File: src/rtl/alu_pkg.sv
// Shared ALU definitions: op codes, flag vector, requester id width.
package alu_pkg;

    localparam logic [3:0] ALU_OP_SET = 4'd0;
    localparam logic [3:0] ALU_OP_NOT = 4'd1;
    localparam logic [3:0] ALU_OP_ADD = 4'd2;
    localparam logic [3:0] ALU_OP_SUB = 4'd3;

    localparam int ID_W = 1;

    typedef struct packed {
        logic c;
        logic z;
        logic s;
    } flags_t;

    typedef struct packed {
        logic [3:0] op;
        logic [7:0] a;
        logic [7:0] b;
    } req_t;

endpackage

File: src/rtl/alu.sv
// 8-bit ALU: SET/NOT/ADD/SUB with C/Z/S flags; unknown ops give 0 and err.
module alu
    import alu_pkg::*;
(
    input  logic [3:0] op,
    input  logic [7:0] a,
    input  logic [7:0] b,
    output logic [7:0] result,
    output flags_t     flags,
    output logic       err
);

    logic [8:0] sum;

    always_comb begin
        sum    = '0;
        result = '0;
        err    = 1'b0;
        case (op)
            ALU_OP_SET: result = b;
            ALU_OP_NOT: result = ~a;
            ALU_OP_ADD: begin
                sum    = {1'b0, a} + {1'b0, b};
                result = sum[7:0];
            end
            // 9th bit of the subtraction is the borrow
            ALU_OP_SUB: begin
                sum    = {1'b0, a} - {1'b0, b};
                result = sum[7:0];
            end
            default: err = 1'b1;
        endcase
        flags.c = sum[8];
        flags.z = (result == 8'h00);
        flags.s = result[7];
    end

endmodule

File: src/rtl/rr_arb2.sv
// Two-way round-robin arbiter with last-grant pointer and optional lock hold.
module rr_arb2
    import alu_pkg::*;
#(
    parameter logic [ID_W-1:0] RESET_PTR = 1'b1
) (
    input  logic       clk,
    input  logic       reset,
    input  logic [1:0] valid,
    input  logic [1:0] lock,
    output logic [1:0] grant
);

    logic [ID_W-1:0] ptr;
    logic [1:0]      seen;

    always_comb begin
        grant = 2'b00;
        if (!reset) begin
            case (valid)
                2'b01: grant = 2'b01;
                2'b10: grant = 2'b10;
                2'b11: begin
                    // lock only sticks once its owner has actually been granted
                    if (lock[ptr] && seen[ptr])
                        grant = ptr ? 2'b10 : 2'b01;
                    else
                        grant = ptr ? 2'b01 : 2'b10;
                end
                default: grant = 2'b00;
            endcase
        end
    end

    always_ff @(posedge clk) begin
        if (reset) begin
            ptr  <= RESET_PTR;
            seen <= 2'b00;
        end else if (|grant) begin
            ptr  <= grant[1];
            seen <= seen | grant;
        end
    end

endmodule

File: src/rtl/alu_arbiter.sv
// Shares one ALU between two requesters with per-requester C/Z/S contexts.
// Define ALU_ARB_LOCK_EN to add lock0/lock1 for atomic multi-op sequences.
module alu_arbiter
    import alu_pkg::*;
#(
    parameter logic [ID_W-1:0] RESET_PTR  = 1'b1,
    parameter logic [2:0]      FLAG_RESET = 3'b000
) (
    input  logic       clk,
    input  logic       reset,
`ifdef ALU_ARB_LOCK_EN
    input  logic       lock0,
    input  logic       lock1,
`endif
    input  logic       req0_valid,
    input  logic [3:0] req0_op,
    input  logic [7:0] req0_a,
    input  logic [7:0] req0_b,
    output logic       req0_ready,
    input  logic       req1_valid,
    input  logic [3:0] req1_op,
    input  logic [7:0] req1_a,
    input  logic [7:0] req1_b,
    output logic       req1_ready,
    output logic       resp_valid,
    output logic       resp_id,
    output logic [7:0] resp_result,
    output logic       resp_c,
    output logic       resp_z,
    output logic       resp_s,
    output logic       resp_err
);

    logic [1:0]      grant;
    logic [1:0]      lock;
    req_t            stg;
    logic [ID_W-1:0] stg_id;
    logic            stg_vld;
    flags_t [1:0]    ctx;
    flags_t          alu_flags;
    flags_t          resp_flags;
    logic [7:0]      alu_result;
    logic            alu_err;
    logic            is_arith;

`ifdef ALU_ARB_LOCK_EN
    assign lock = {lock1, lock0};
`else
    assign lock = 2'b00;
`endif

    rr_arb2 #(.RESET_PTR(RESET_PTR)) u_arb (
        .clk   (clk),
        .reset (reset),
        .valid ({req1_valid, req0_valid}),
        .lock  (lock),
        .grant (grant)
    );

    assign req0_ready = grant[0];
    assign req1_ready = grant[1];

    alu u_alu (
        .op     (stg.op),
        .a      (stg.a),
        .b      (stg.b),
        .result (alu_result),
        .flags  (alu_flags),
        .err    (alu_err)
    );

    assign is_arith = !alu_err && (stg.op == ALU_OP_ADD || stg.op == ALU_OP_SUB);

    // SET/NOT/illegal report the owner's untouched context
    always_comb begin
        resp_flags = ctx[stg_id];
        if (is_arith)
            resp_flags = alu_flags;
    end

    always_ff @(posedge clk) begin
        if (reset) begin
            stg     <= '{op: ALU_OP_SET, a: 8'h00, b: 8'h00};
            stg_id  <= '0;
            stg_vld <= 1'b0;
            ctx     <= {2{flags_t'(FLAG_RESET)}};
        end else begin
            stg_vld <= |grant;
            if (|grant) begin
                stg    <= grant[1] ? req_t'{req1_op, req1_a, req1_b}
                                   : req_t'{req0_op, req0_a, req0_b};
                stg_id <= grant[1];
            end
            if (stg_vld && is_arith)
                ctx[stg_id] <= alu_flags;
        end
    end

    // a reset landing in the response cycle discards the in-flight op
    assign resp_valid  = stg_vld && !reset;
    assign resp_id     = stg_id;
    assign resp_result = alu_result;
    assign resp_err    = alu_err;
    assign resp_c      = resp_flags.c;
    assign resp_z      = resp_flags.z;
    assign resp_s      = resp_flags.s;

endmodule

File: config.mk
export PLATFORM = sky130hd
export DESIGN_NAME = alu_arbiter
export DESIGN_NICKNAME = d
export VERILOG_FILES = /design/src/rtl/alu_pkg.sv /design/src/rtl/alu.sv /design/src/rtl/rr_arb2.sv /design/src/rtl/alu_arbiter.sv
export SDC_FILE = /design/constraint.sdc
export NUM_CORES = 1
export LEC_CHECK = 0
export ABC_AREA = 1
export CELL_PAD_IN_SITES_DETAIL_PLACEMENT = 2
export CELL_PAD_IN_SITES_GLOBAL_PLACEMENT = 2
export CORE_ASPECT_RATIO = 1.4
export CORE_MARGIN = 2
export CORE_UTILIZATION = 28
export CTS_CLUSTER_SIZE = 20
export DETAILED_ROUTE_END_ITERATION = 8
export MAX_ROUTING_LAYER = met4
export PLACE_DENSITY = 0.84
export REMOVE_ABC_BUFFERS = 1
export SETUP_SLACK_MARGIN = 0.15
export SYNTH_ARGS = -nofsm -noshare
export SYNTH_HDL_FRONTEND = slang
export SYNTH_SLANG_ARGS = --single-unit
File: constraint.sdc
create_clock -name clk -period 3.7 [get_ports clk]
set_input_delay 0.925 -clock clk [delete_from_list [all_inputs] [get_ports clk]]
set_output_delay 0.925 -clock clk [all_outputs]
set_load 0.02 [all_outputs]
# Word-level counts from Yosys, hierarchy flattened
# Cells that the tools add are included.
# word_totals
ff_bits,31
latchBits,0
mem_bits_rw,0
mem_bits_ro,0
in_bits,44
out_inout_bits,16
word_cells,55
memories,0
# op_classes
add_sub_neg,2
multipliers,0
div_mod_pow,0
n_lt_le_gt_ge,3
eq_ne,6
shift,0
mux,18
bitwise,2
n_reduce_logical,11
# ops
operator,n
case mux 8 bit (4 select lines),1
2-to-1 mux 20 bit,1
case mux 9 bit (2 select lines),1
2-to-1 mux 3 bit,4
adder 8 x 8 -> 9 bit,1
subtractor 8 x 8 -> 9 bit,1
"== test 4 x 2 -> 1 bit, second input constant",2
logical NOT 8 bit,1
2-to-1 mux 2 bit,4
inverter 8 bit,1
bitwise mux 6 bit,1
case mux 2 bit (3 select lines),1
logical AND 1 bit,5
"== test 2 bit, second input constant",2
"== test 4 x 1 -> 1 bit, second input constant",1
logical NOT 4 bit,1
"< comparator 1 x 2 -> 1 bit, second input constant",2
2-to-1 mux 1 bit,4
OR reduction 4 bit,1
demux 3 bit (select 1 bit),1
"== test 2 x 1 -> 1 bit, second input constant",1
OR 2 bit,1
OR reduction 2 bit,1
"greater-or-equal comparator 1 bit, second input constant",1
other kinds (2),2

# Depth between registers and ports, before layout
# Gate-level depths: netlist of the first run.
# depth
ltp_word,7
mapped_depth,16
mapped_depth_nobuf,15

# Hierarchy
# From an unflattened synthesis of the first run, not the netlist that was laid out.
# hier_totals
hier_cells,450
hier_area_um2,2631.3
# modules_own_cells
mod,instances,cells_each,area_per_inst_um2,seq_area_each_um2
alu_arbiter,1,215,1326.3,560.5
alu,1,213,1153.6,0.0
rr_arb2,1,22,151.4,60.1

# Worst setup path before layout of the first run
# OpenSTA, ideal clock, no wires.
# synth_timing
path_type,register to output
start,reg stg[0] (netlist name)
end,out resp_z
arrival_time_ns,2.040
t_required_ns,2.775
slack_ns,0.735
path_stages_with_launch,12
n_path_buf,0
cell_sequence,dfxtp_1 ha_1 fa_1 nand2_1 nand2_1 nand3_1 nand3_1 nand3_1 nand3_1 nor2_4 nand2_2 o21ai_2
# synth_via
elab_chain_cells,4
word_cells_on_any_way,5
classes_between,add/sub (2); mux (2); reduce/logical (1)
# synth_rtl
item,line_no,source
"start, declared",alu_arbiter.sv:36,req_t stg;
"start signal, assigned",alu_arbiter.sv:83,"stg <= '{op: ALU_OP_SET, a: 8'h00, b: 8'h00};"
"start signal, assigned",alu_arbiter.sv:90,"stg <= grant[1] ? req_t'{req1_op, req1_a, req1_b}"
subtractor 8 x 8 -> 9 bit / adder 8 x 8 -> 9 bit (equally long branches),"alu.sv:28, alu.sv:23",
case mux 8 bit (4 select lines) (*),alu.sv:19,case (op)
via resp_result[6],alu_arbiter.sv:27,"output logic [7:0] resp_result,"
logical NOT 8 bit (*),alu.sv:34,flags.z = (result == 8'h00);
2-to-1 mux 3 bit (*),alu_arbiter.sv:77,if (is_arith)
"end, declared",alu_arbiter.sv:29,"output logic resp_z,"
# Mark *: on every way through the listed nets, which the timed path passes. The rest lies on a longest branch.

# Worst setup path in the final report of the first run
# layout_timing
start,reg stg[8] (netlist name)
end,out resp_z
# layout_via
elab_chain_cells,4
word_cells_on_any_way,6
classes_between,add/sub (2); mux (2); bitwise (1); reduce/logical (1)
# layout_rtl
item,line_no,source
subtractor 8 x 8 -> 9 bit (tied with other cells),alu.sv:28,"sum = {1'b0, a} - {1'b0, b};"
case mux 8 bit (4 select lines) (*),alu.sv:19,
logical NOT 8 bit (*),alu.sv:34,
2-to-1 mux 3 bit (*),alu_arbiter.sv:77,
# Every way passes the cells marked *; elsewhere a longest branch is shown, timed or not.

==> impl_metrics.json, run 1 <==
{
  "status": "completed",
  "arrival_ns": 2.56,
  "wl_mm": 9.23,
  "cts_tree": "yes",
  "synthTopCellsByArea": "dfxtp_1 23%, nand2_1 14%, ha_1 8.5%",
  "antenna_found_initial": 0,
  "final_core_util_pct": 38.9,
  "setup_viol": 0,
  "syn_area_sq_um": 2500,
  "critPathLaunchType": "register",
  "fp.dieW_um": 83.9,
  "skew_ns": 0.00570,
  "worst_slew_pin_slew_ns": 0.466,
  "max_slew_margin_pct": 68.8,
  "grt_overflow": 0,
  "max_freq_ghz": 0.287,
  "synth_largest_area_cell": "dfxtp_1",
  "m1WireLength_mm": 3.61,
  "layout_common_cells": "90 x nand2_1, 54 x clkdlybuf4s50_1, 47 x inv_1",
  "min_period_over_period_pct": 94.3,
  "dieArea_sq_um": 9710,
  "endpoint_kind": "primary output",
  "first_pass_iters": 4,
  "tns_ns": 0,
  "clk_pin_slew_worst_paths_ns": 0.05,
  "final_cells": 557,
  "grtUsageTotal_pct": 20.4,
  "dpl_cell_area_sq_um": 3200,
  "synthMuxAreaShare_pct": 0,
  "p_per_area_nw_per_um2": 357,
  "cts-root-buf": "clkbuf_16",
  "fill_cells": 1082,
  "required_ns": 2.77,
  "layout-drive-gt1-share_pct": 13.7,
  "cts_made_buffers": 5,
  "drc": 0,
  "antenna_left": 0,
  "h-tree-depth": 2,
  "vias": 2766,
  "grt_max_degree": 22,
  "area_growth_pct": 33.8,
  "syn_inst": 394,
  "ctsLongestPathBuffers": 2,
  "period_needed_ns": 3.49,
  "rsz0062_at_grt": "true",
  "grt_pass1_vias": 3059,
  "fin_nets": 515,
  "synth_top_family_by_area": "simple AND/OR/NAND/NOR gates",
  "start_util_pct": 29.0,
  "yosys_register_bits": 29,
  "total_power_mw": 1.19,
  "yosys.area_share.simple_pct": 31.4,
  "place.gp.congestion": 0.848,
  "hp-class": "register to register",
  "mostFrequentLayoutCell": "nand2_1",
  "hold_violations": 0,
  "power.leakage_nw": 1.63,
  "topRoutingLayerUsed": "met4",
  "slew_violations": 0,
  "boundaryPins": 60,
  "routed-wl-met3_um": 145,
  "dr.first_iter.drc_count": 58,
  "placed_cells": 550,
  "synth_warnings": 0,
  "port_buffers": 59,
  "maxCapViolations": 0,
  "avgViaCountPerCell": 4.97,
  "synthAdderAreaFrac_pct": 10.1,
  "dpl.hpwl_mm": 7.61,
  "cts_setup_buffers": 0,
  "worstPathMaxFanout": 3,
  "path_class": "register to primary output",
  "peakVddDrop_mv": 0.196,
  "synth-compound-area-share_pct": 21.4,
  "synth_cell_types": 33,
  "fp.dieH_um": 116,
  "final_area_sq_um": 3350,
  "synth_top_area_share_pct": 23.2,
  "cts_sinks": 29,
  "wire_per_inst_um": 16.6,
  "wl_met2_mm": 5.18,
  "num_antenna_cells": 0,
  "grt_pass1_wl_mm": 15.1,
  "core_area_sq_um": 8610,
  "rows": 40,
  "synthXorXnorAreaFrac_pct": 0.350,
  "syn_area_per_cell_sq_um": 6.34,
  "insertion_delay_ns": 0.28,
  "ys_seq_area_share_pct": 23.2
}
kinds of logic after synthesis:
logic type	count (synthesis)
AO/OA/AOI/OAI	93
adder cells (fa/ha/maj)	19
XOR/XNOR	1
buffers and inverters	81
flip-flops	29
AND/OR/NAND/NOR	171
what timing repair did:
item,in CTS,in global routing
setup endpoints to repair,5,5
gates resized for setup,14,6
hold buffers,0,0
stage by stage:
stage	hold WS, ns	setup slack [ns]
after global placement	0.478	0.00690
after floorplan	0.456	0.562
after detailed placement	0.503	-0.0588
final	0.507	0.210
after CTS	0.515	0.160
after global routing	0.539	-0.00548
per-layer routing:
layer	up-vias	GRT usage [%]
li1	1372	-
met1	1330	20.3
met2	49	40.7
met3	15	1.57
met4	0	7.85
met5	-	-
layout make-up:
class	count	area, sq um	share of cell area [%]
multi-input cells	284	1590	47.6
well taps	105	131	3.93
flip-flops and latches	29	584	17.5
repair buffers	69	652	19.5
inverters	63	241	7.22
clock buffers	7	143	4.26
registers in the layout, summed over array words and instances, names as in the netlist:
| signal | flops |
|---|---|
| stg_vld | 1 |
| resp_id | 1 |
| ctx | 6 |
| u_arb.ptr | 1 |
| stg | 20 |
where the power goes:
| part | switching, mW | total (mW) | internal, mW |
|---|---|---|---|
| clock | 0.134 | 0.397 | 0.263 |
| sequential | 0.0237 | 0.357 | 0.334 |
| combinational | 0.259 | 0.440 | 0.181 |
| total | 0.417 | 1.19 | 0.778 |
final timing paths:
| kind | from | to | slack, ns | cells past startpoint |
|---|---|---|---|---|
| max reg2reg | stg[8] | ctx[1] | 1.54 | 13 |
| min reg2reg | stg[8] | stg[8] | 0.51 | 2 |
| max | stg[8] | resp_z | 0.21 | 14 |
| min | stg[8] | stg[8] | 0.51 | 2 |
Yosys cell counts:
cell / n
nand2_1: 90
inv_1: 47
a21oi_1: 31
nand3_1: 31
dfxtp_1: 29
nor2_1: 26
o21ai_1: 22
o21bai_1: 22
ha_1: 17
inv_2: 13
o21ai_0: 12
buf_2: 8
nor2_2: 7
clkbuf_1: 6
nand4_1: 4
buf_4: 3
nand2_2: 3
o22ai_1: 3
a21oi_2: 2
clkinv_1: 2
fa_1: 2
nand2_4: 2
nor2_4: 2
and2_1: 1
clkdlybuf4s15_2: 1
inv_6: 1
nand3_2: 1
nand3b_1: 1
nand3b_2: 1
nor3_2: 1
nor3_4: 1
o21ai_2: 1
xnor2_1: 1
critical path, cell delays in order (launching register included):
cell and delay [ns]:
dfxtp_1 0.33, inv_1 0.10, ha_1 0.14, inv_1 0.05
fa_1 0.43, xnor2_1 0.18, nor2_1 0.07, nor2_2 0.08
nand2_1 0.08, nor2_1 0.13, nand3_1 0.14, nor2_2 0.12
nand2_2 0.11, o21ai_2 0.15, buf_2 0.19
Note: power is estimated with default switching activity, not from simulation.
==> run 2, diff against run 1 <==
- CORE_UTILIZATION: 28 -> 26
- PLACE_DENSITY: 0.84 -> 0.79
- clock period: 3.7 -> 3.4 ns (I/O delays scaled with it)
==> impl_metrics.json, run 2 (synthesis gave the netlist of run 1 again) <==
{
  "status": "completed",
  "worstPathMaxFanout": 3,
  "cts-root-buf": "clkbuf_16",
  "insertion_delay_ns": 0.28,
  "rsz0062_at_grt": "true",
  "fill_cells": 1157,
  "tns_ns": 0,
  "placed_cells": 577,
  "rows": 42,
  "cts_tree": "yes",
  "maxCapViolations": 0,
  "antenna_left": 0,
  "grt_pass1_wl_mm": 16.5,
  "min_period_over_period_pct": 96.4,
  "top_regs": "stg: 20 flops, ctx: 6 flops",
  "power.leakage_nw": 1.79,
  "layout-drive-gt1-share_pct": 21.2,
  "hp-class": "register to register",
  "place.gp.congestion": 0.862,
  "vias": 2887,
  "hp-start": "stg[18]",
  "port_buffers": 59,
  "period_needed_ns": 3.28,
  "endpoint_kind": "primary output",
  "area_growth_pct": 44.1,
  "pwr-share-comb_pct": 40.9,
  "grt_max_degree": 23,
  "dr.first_iter.drc_count": 64,
  "mostFrequentLayoutCell": "nand2_1",
  "fp.dieW_um": 86.9,
  "h-tree-depth": 2,
  "wire_per_inst_um": 17.5,
  "swShare_pct": 36.0,
  "fin_nets": 539,
  "crit_chain": "inv_2 > ha_4 > inv_2 > fa_2 > nand2_2 > nand2_2 > nand2_1 > nand2_1 > nand3_1 > nand2_1 > nor2_2 > nand3_2 > nor2_4 > nand2_2 > o21ai_2 > buf_6",
  "arrival_ns": 2.43,
  "internal_power_uw": 880,
  "fin_hold_ws_ns": 0.511,
  "avgViaCountPerCell": 4.92,
  "slew_violations": 0,
  "critPathMaxStageDelay_ns": 0.45,
  "final_cells": 587,
  "antenna_found_initial": 0,
  "required_ns": 2.55,
  "grtUsageTotal_pct": 20.8,
  "top_register": "stg",
  "dieArea_sq_um": 10400,
  "cts_sinks": 29,
  "setup_viol": 0,
  "worstReg2RegEnd": "ctx[1]",
  "reg2reg_slack_ns": 1.07,
  "cts_made_buffers": 5,
  "worst_slew_pin_slew_ns": 0.479,
  "skew_ns": 0.00330,
  "peakVddDrop_mv": 0.305,
  "grt_pass1_vias": 3301,
  "max_freq_ghz": 0.305,
  "total_power_mw": 1.37,
  "boundaryPins": 60,
  "fp.dieH_um": 120,
  "worst_hold_path.num_cells": 2,
  "core_area_sq_um": 9410,
  "path_class": "register to primary output",
  "clk_pin_slew_worst_paths_ns": 0.05,
  "p_per_area_nw_per_um2": 382,
  "crit-reg2reg-launch": "stg[8]",
  "layout_common_cells": "88 x nand2_1, 49 x clkdlybuf4s50_1, 45 x inv_1",
  "largest_reg_flops": 20,
  "num_antenna_cells": 0,
  "grt_overflow": 0,
  "whs_endpoint": "stg[18]",
  "hold_violations": 0,
  "r2r_cells": 17,
  "start_util_pct": 26.6,
  "critPathLaunchType": "register",
  "ctsLongestPathBuffers": 2,
  "max_slew_margin_pct": 68.0,
  "power_frac_clock_pct": 30.9,
  "p_sw_uw": 494,
  "wl_mm": 10.3,
  "first_pass_iters": 4,
  "dpl.hpwl_mm": 8.06,
  "p_seq_share_pct": 28.2,
  "drc": 0,
  "cts_hold_buf": 0,
  "crit_slowest_cell": "fa_2"
}
[run 2: cell types whose count changed in the layout (fill, tap and decap cells not counted), moves of 3 or more]
| cell | delta |
|---|---|
| buf_4 | +25 |
| clkdlybuf4s50_1 | -5 |
| ha_1 | -3 |
| ha_4 | +3 |
[run 2: how the worst max path moves through the flow]
stage / start / endpoint / slack (ns) / cells past startpoint
detailed placement: stg[0] / resp_z / -0.11 / 15
global route: stg[8] / resp_z / -0.05 / 16
finish: stg[8] / resp_z / 0.12 / 16
global placement: stg[0] / resp_z / -0.03 / 13
CTS: stg[6] / resp_s / 0.02 / 14
floorplan: req0_valid / stg[0] / 0.34 / 8
[run 2: per-layer routing]
layer	wire length, um	vias up	track usage (%)
li1	-	1423	-
met1	4040	1398	21.4
met2	5800	48	39.6
met3	159	18	2.20
met4	257	0	7.42
met5	0	-	-
[run 2: per-stage QoR]
stage          worst slack, ns  utilization [%]  cell area [sq um]
2_1_floorplan            0.337                -               2400
3_3_place_gp           -0.0255             35.8               3370
3_5_place_dp            -0.110             35.8               3370
4_1_cts                 0.0172             37.8               3560
5_1_grt                -0.0533             38.3               3600
6_report                 0.123             38.3               3600
[run 2: what timing repair did]
item / CTS / global route
gates resized for setup: 28 / 22
hold endpoints to repair: 0 / 0
setup endpoints to repair: 9 / 9
setup buffers: 2 / 0
pin swaps: 6 / 9
[run 2: layout make-up]
type,instances,area (sq um),share of cell area (%)
Clock inverter,2,10.0,0.278
Inverter,63,241,6.70
Sequential cell,29,584,16.2
Clock buffer,6,129,3.58
Tap cell,110,138,3.82
Multi-Input combinational cell,284,1660,46.2
Timing Repair Buffer,93,836,23.2
[run 2: power by group through the flow]
stage / clock [mW] / sequential (mW) / combinational [mW]
after detailed placement: 0 / 0.391 / 0.533
after global routing: 0.452 / 0.391 / 0.617
after global placement: 0 / 0.389 / 0.510
final: 0.424 / 0.387 / 0.562
after floorplan: 0 / 0.389 / 0.278
after CTS: 0.435 / 0.386 / 0.548
[run 2: critical path, delay by kind of cell (launching register included)]
| family | cells | cell delay [ns] |
|---|---|---|
| buffers and inverters | 3 | 0.25 |
| AO/OA/AOI/OAI | 1 | 0.13 |
| AND/OR/NAND/NOR | 10 | 0.85 |
| flip-flops | 1 | 0.33 |
| adder cells (fa/ha/maj) | 2 | 0.57 |
